--- src/rtl/fifo_stream_reader.sv ---
// fifo_stream_reader: drains a synchronous FIFO (1-cycle registered read
// latency) into a valid/ready stream with packet framing on m_last.
//
// Ports:
//   clk, reset     clock (rising edge) and synchronous active-high reset
//   fifo_empty     FIFO empty flag
//   fifo_rd_data   FIFO read data, valid the cycle after an accepted pop
//   fifo_pop       pop request (combinational, depends on m_ready)
//   m_valid        output word valid
//   m_ready        downstream accepts word
//   m_data         output word (head of the 2-entry buffer)
//   m_last         last beat of a PKT_LEN-beat packet
//   beat_cnt       beat index within the current packet
module fifo_stream_reader #(
  parameter int unsigned DATA_WIDTH = 32,
  parameter int unsigned PKT_LEN    = 4,
  localparam int unsigned CNT_WIDTH = $clog2(PKT_LEN + 1)
) (
  input  logic                  clk,
  input  logic                  reset,
  input  logic                  fifo_empty,
  input  logic [DATA_WIDTH-1:0] fifo_rd_data,
  output logic                  fifo_pop,
  output logic                  m_valid,
  input  logic                  m_ready,
  output logic [DATA_WIDTH-1:0] m_data,
  output logic                  m_last,
  output logic [CNT_WIDTH-1:0]  beat_cnt
);

  localparam logic [CNT_WIDTH-1:0] LAST_BEAT = CNT_WIDTH'(PKT_LEN - 1);

  logic [DATA_WIDTH-1:0] head_q;
  logic [DATA_WIDTH-1:0] tail_q;
  logic [1:0]            occ_q;
  logic                  inflight_q;
  logic [CNT_WIDTH-1:0]  beat_q;
  logic                  xfer;
  logic [2:0]            pending;

  assign m_valid  = (occ_q != 2'd0);
  assign m_data   = head_q;
  assign beat_cnt = beat_q;
  assign m_last   = (beat_q == LAST_BEAT);
  assign xfer     = m_valid & m_ready;

  // Words committed to the buffer after this edge; a word leaving this cycle
  // frees its slot immediately, so m_ready reaches fifo_pop combinationally.
  always_comb begin
    pending  = 3'({1'b0, occ_q}) + 3'(inflight_q) - 3'(xfer);
    fifo_pop = ~reset & ~fifo_empty & (pending < 3'd2);
  end

  // Buffer, in-flight tracking and beat counter.
  always_ff @(posedge clk) begin
    if (reset) begin
      head_q     <= '0;
      tail_q     <= '0;
      occ_q      <= 2'd0;
      inflight_q <= 1'b0;
      beat_q     <= '0;
    end else begin
      inflight_q <= fifo_pop;
      case ({inflight_q, xfer})
        2'b01: begin
          head_q <= tail_q;
          occ_q  <= occ_q - 2'd1;
        end
        2'b10: begin
          if (occ_q == 2'd0) begin
            head_q <= fifo_rd_data;
          end else begin
            tail_q <= fifo_rd_data;
          end
          occ_q <= occ_q + 2'd1;
        end
        2'b11: begin
          // Head leaves while the returning word lands; occupancy unchanged.
          if (occ_q == 2'd1) begin
            head_q <= fifo_rd_data;
          end else begin
            head_q <= tail_q;
            tail_q <= fifo_rd_data;
          end
        end
        default: begin
        end
      endcase
      if (xfer) begin
        beat_q <= (beat_q == LAST_BEAT) ? '0 : beat_q + CNT_WIDTH'(1);
      end
    end
  end

  // The pop rule must never let buffered plus in-flight words exceed two.
  always_ff @(posedge clk) begin
    if (!reset) begin
      assert (3'({1'b0, occ_q}) + 3'(inflight_q) <= 3'd2)
        else $error("fifo_stream_reader: buffer overrun occ=%0d inflight=%0b", occ_q, inflight_q);
    end
  end

endmodule
--- config.mk ---
export PLATFORM = sky130hd
export DESIGN_NAME = fifo_stream_reader
export DESIGN_NICKNAME = d
export VERILOG_FILES = /design/src/rtl/fifo_stream_reader.sv
export SDC_FILE = /design/constraint.sdc
export NUM_CORES = 1
export LEC_CHECK = 0
export BUFFER_PORTS_ARGS = -buffer_cell sky130_fd_sc_hd__buf_2
export CORE_AREA = 8 8 112 73
export DETAILED_ROUTE_END_ITERATION = 7
export DIE_AREA = 0 0 120 81
export GPL_ROUTABILITY_DRIVEN = 0
export PLACE_DENSITY = 0.86
export SYNTH_ARGS = -nofsm -noshare
export SYNTH_HDL_FRONTEND = slang
export SYNTH_SLANG_ARGS = --single-unit
export TNS_END_PERCENT = 30
--- constraint.sdc ---
create_clock -name clk -period 3.7 [get_ports clk]
set_input_delay 0.74 -clock clk [delete_from_list [all_inputs] [get_ports clk]]
set_output_delay 0.74 -clock clk [all_outputs]
set_load 0.02 [all_outputs]
==> results.sh <==
export IMPL_vias_per_cell=6.12
export IMPL_post_cts_buffers=0
export IMPL_multi_input_area_sq_um=1770
export IMPL_grt_pass1_wl_microns=14900
export IMPL_dieArea_sq_um=9720
export IMPL_drt_pass1_iterations=4
export IMPL_die_y_microns=81
export IMPL_worstPathRequired_ps=2960
export IMPL_grt_overflow=0
export IMPL_synthArstFlopShare=0
export IMPL_critPathTopFamily="adder cells"
export IMPL_worstSetupEndpointType="primary output"
export IMPL_finalHoldViolations=0
export IMPL_syn_avg_cell_area_sq_um=9.94
export IMPL_irDropWorstVdd_mv=0.438
export IMPL_die_w_microns=120
export IMPL_clockBufferDepth=2
export IMPL_ys_top_cells_by_area="dfxtp_1 41%, a221oi_2 13%, o31ai_1 7.0%, nand4_1 5.9%, nor3_2 5.9%"
export IMPL_finalCritPeriodShare=0.947
export IMPL_grt_pass1_vias=3008
export IMPL_cp_max_fo=6
export IMPL_synth_most_common_cell="dfxtp_1"
export IMPL_io_pins=74
export IMPL_synth_cells=344
export IMPL_run_status="complete, no violations"
export IMPL_maxSlewHeadroom=0.227
export IMPL_yosys_most_used_dff="dfxtp_1"
export IMPL_drv_max_cap_violation_count=0
export IMPL_fmax_mhz=285
export IMPL_area_growth_pct=13.8
export IMPL_ys_warn_count=0
export IMPL_final_core_util=0.601
export IMPL_io_buffers=73
export IMPL_core_region_area_sq_um=6470
export IMPL_ys_ff_latch=70
export IMPL_ant_nets=0
export IMPL_antenna_found_initial=0
export IMPL_synth_net_count=387
export IMPL_fin_skew_ps=3.10
export IMPL_cp_slowest_cell="fa_1"
export IMPL_yosys_area_top_type="dfxtp_1"
export IMPL_clock_root_buffer="clkbuf_8"
export IMPL_n_antenna_cell=0
export IMPL_crit_type="reg -> out"
export IMPL_synth_area_sq_um=3420
export IMPL_worst_slew_pin_slew_ps=1160
export IMPL_ys_seq_area_frac=0.410
export IMPL_clock_latency_ps=330
export IMPL_hold_path_class="reg -> reg"
export IMPL_crit_path_cell_trace="inv_1 -> ha_2 -> nand2b_2 -> inv_2 -> ha_1 -> nand2b_1 -> fa_1 -> xor2_1 -> nor4b_2 -> buf_4"
export IMPL_vias=2966
export IMPL_synth_distinct_cells=33
export IMPL_synth_top_area_share=0.410
export IMPL_hold_buffers=0
export IMPL_cts_htree_levels=3
export IMPL_cts_sinks=70
export IMPL_seqCellArea_sq_um=1400
export IMPL_grt_setup_unrepaired="no"
export IMPL_pre_cts_ws_ps=303
export IMPL_grt_total_usage=0.188
export IMPL_hpwlAfterDp_microns=5850
export IMPL_layout_setup_ws_ps=197
export IMPL_nNetsFinal=437
export IMPL_cts_tree="done"
export IMPL_p_per_area_nw_per_um2=893
export IMPL_first_iter_violations=276
export IMPL_wl_per_cell_microns=18.8
export IMPL_leakage_nw=1.59
export IMPL_grt_max_degree=71
export IMPL_rows=23
export IMPL_drc=0
export IMPL_cts_buffers_inserted=9
export IMPL_critPathMaxStageDelay_ps=380
export IMPL_clk_pin_slew_worst_paths_ps=70
export IMPL_cp_arrival_ps=2760
export IMPL_crit_buf_inv=3
export IMPL_synth_edf_count=0
export IMPL_final_layout_size_suffix_gt1_frac=0.394
export IMPL_finalSetupViolCount=0
export IMPL_fill_cells=580
export IMPL_drt_total_wl_microns=9130
export IMPL_initial_core_util=0.528
export IMPL_slew_viol_final=0
export IMPL_synthTopCellsByCount="70 x dfxtp_1, 35 x a21oi_1, 35 x nor2_1, 32 x nand4_1, 32 x o31ai_1"
export IMPL_finalCriticalPeriod_ps=3500
export IMPL_startpoint_type="flop"
export IMPL_setup_tns_final_ps=0
## power by group
group	switching [mW]	leakage, nW	internal, mW	total, mW
Sequential	0.156	0.573	1.01	1.17
Combinational	1.18	0.939	0.621	1.80
Clock	0.274	0.0817	0.235	0.509
Total	1.61	1.59	1.87	3.48
## layout make-up
cell class | instances | share of cell area
sequential | 70 | 0.361
clock inverter | 5 | 0.00707
tap | 87 | 0.0280
timing repair buffer | 80 | 0.111
clock buffer | 10 | 0.0328
multi-input combinational | 228 | 0.455
inverter | 5 | 0.00482
## flip-flops by register name, summed over array words and instances, names as in the netlist
signal,flops
inflight_q,1
tail_q,32
beat_cnt,3
occ_q,2
m_data,32
## stage by stage
stage | instance area (sq um) | power (mW) | hold WS (ps) | instances
2_1_floorplan | 3420 | 2.54 | 448 | 344
3_3_place_gp | 3720 | 2.90 | 453 | 470
3_5_place_dp | 3720 | 2.97 | 463 | 470
4_1_cts | 3880 | 3.48 | 473 | 485
5_1_grt | 3890 | 3.72 | 486 | 485
6_report | 3890 | 3.48 | 471 | 485
## cell families after synthesis
| family | Yosys count | synth area share |
|---|---|---|
| compound gates | 100 | 0.261 |
| xor+xnor | 3 | 0.00769 |
| fa+ha+maj | 7 | 0.0278 |
| buf+inv | 46 | 0.0809 |
| flops | 70 | 0.410 |
| mux | 4 | 0.0143 |
| simple gates | 114 | 0.199 |
## tightest hold or removal path: cells and delay by family, from the launching register on
kind | cells | cell delay (ps)
DFF | 1 | 310
AOI/OAI and AO/OA | 2 | 120
## final timing paths
kind | cells past startpoint | slack (ps) | start | end
worst max register to register | 9 | 1050 | occ_q[1]$_SDFFE_PP0N_ | m_data[12]$_SDFFE_PP0P_
worst min register to register | 2 | 470 | tail_q[28]$_SDFFE_PP0P_ | tail_q[28]$_SDFFE_PP0P_
worst max-delay path | 10 | 200 | occ_q[1]$_SDFFE_PP0N_ | fifo_pop
worst min-delay path | 2 | 470 | tail_q[28]$_SDFFE_PP0P_ | tail_q[28]$_SDFFE_PP0P_
## timing repair
action                                  4_1_cts  5_1_grt
endpoints found under the setup margin        1        1
gates resized for setup                       2        5
pin swaps                                     0        0
## cell usage in the layout, fill, tap and decap left out, types with 2 or more instances in the layout
master,n
a21oi_1,35
a221oi_1,2
a221oi_2,30
buf_2,72
buf_4,7
clkbuf_8,9
clkinv_2,4
dfxtp_1,68
dfxtp_2,2
ha_1,5
inv_1,4
mux2i_4,2
nand2_1,5
nand2b_1,2
nand4_1,32
nor2_1,34
nor3_1,12
nor3_2,20
o31ai_1,32
xor2_1,2
## per-layer routing
layer,GRT usage,part of all wire,wire [microns]
met5,0,0,0
met3,0.0768,0.096,877
met1,0.229,0.44,4040
met2,0.308,0.46,4170
met4,0.0446,0.0038,35
Note: power is estimated with default switching activity, not from simulation.
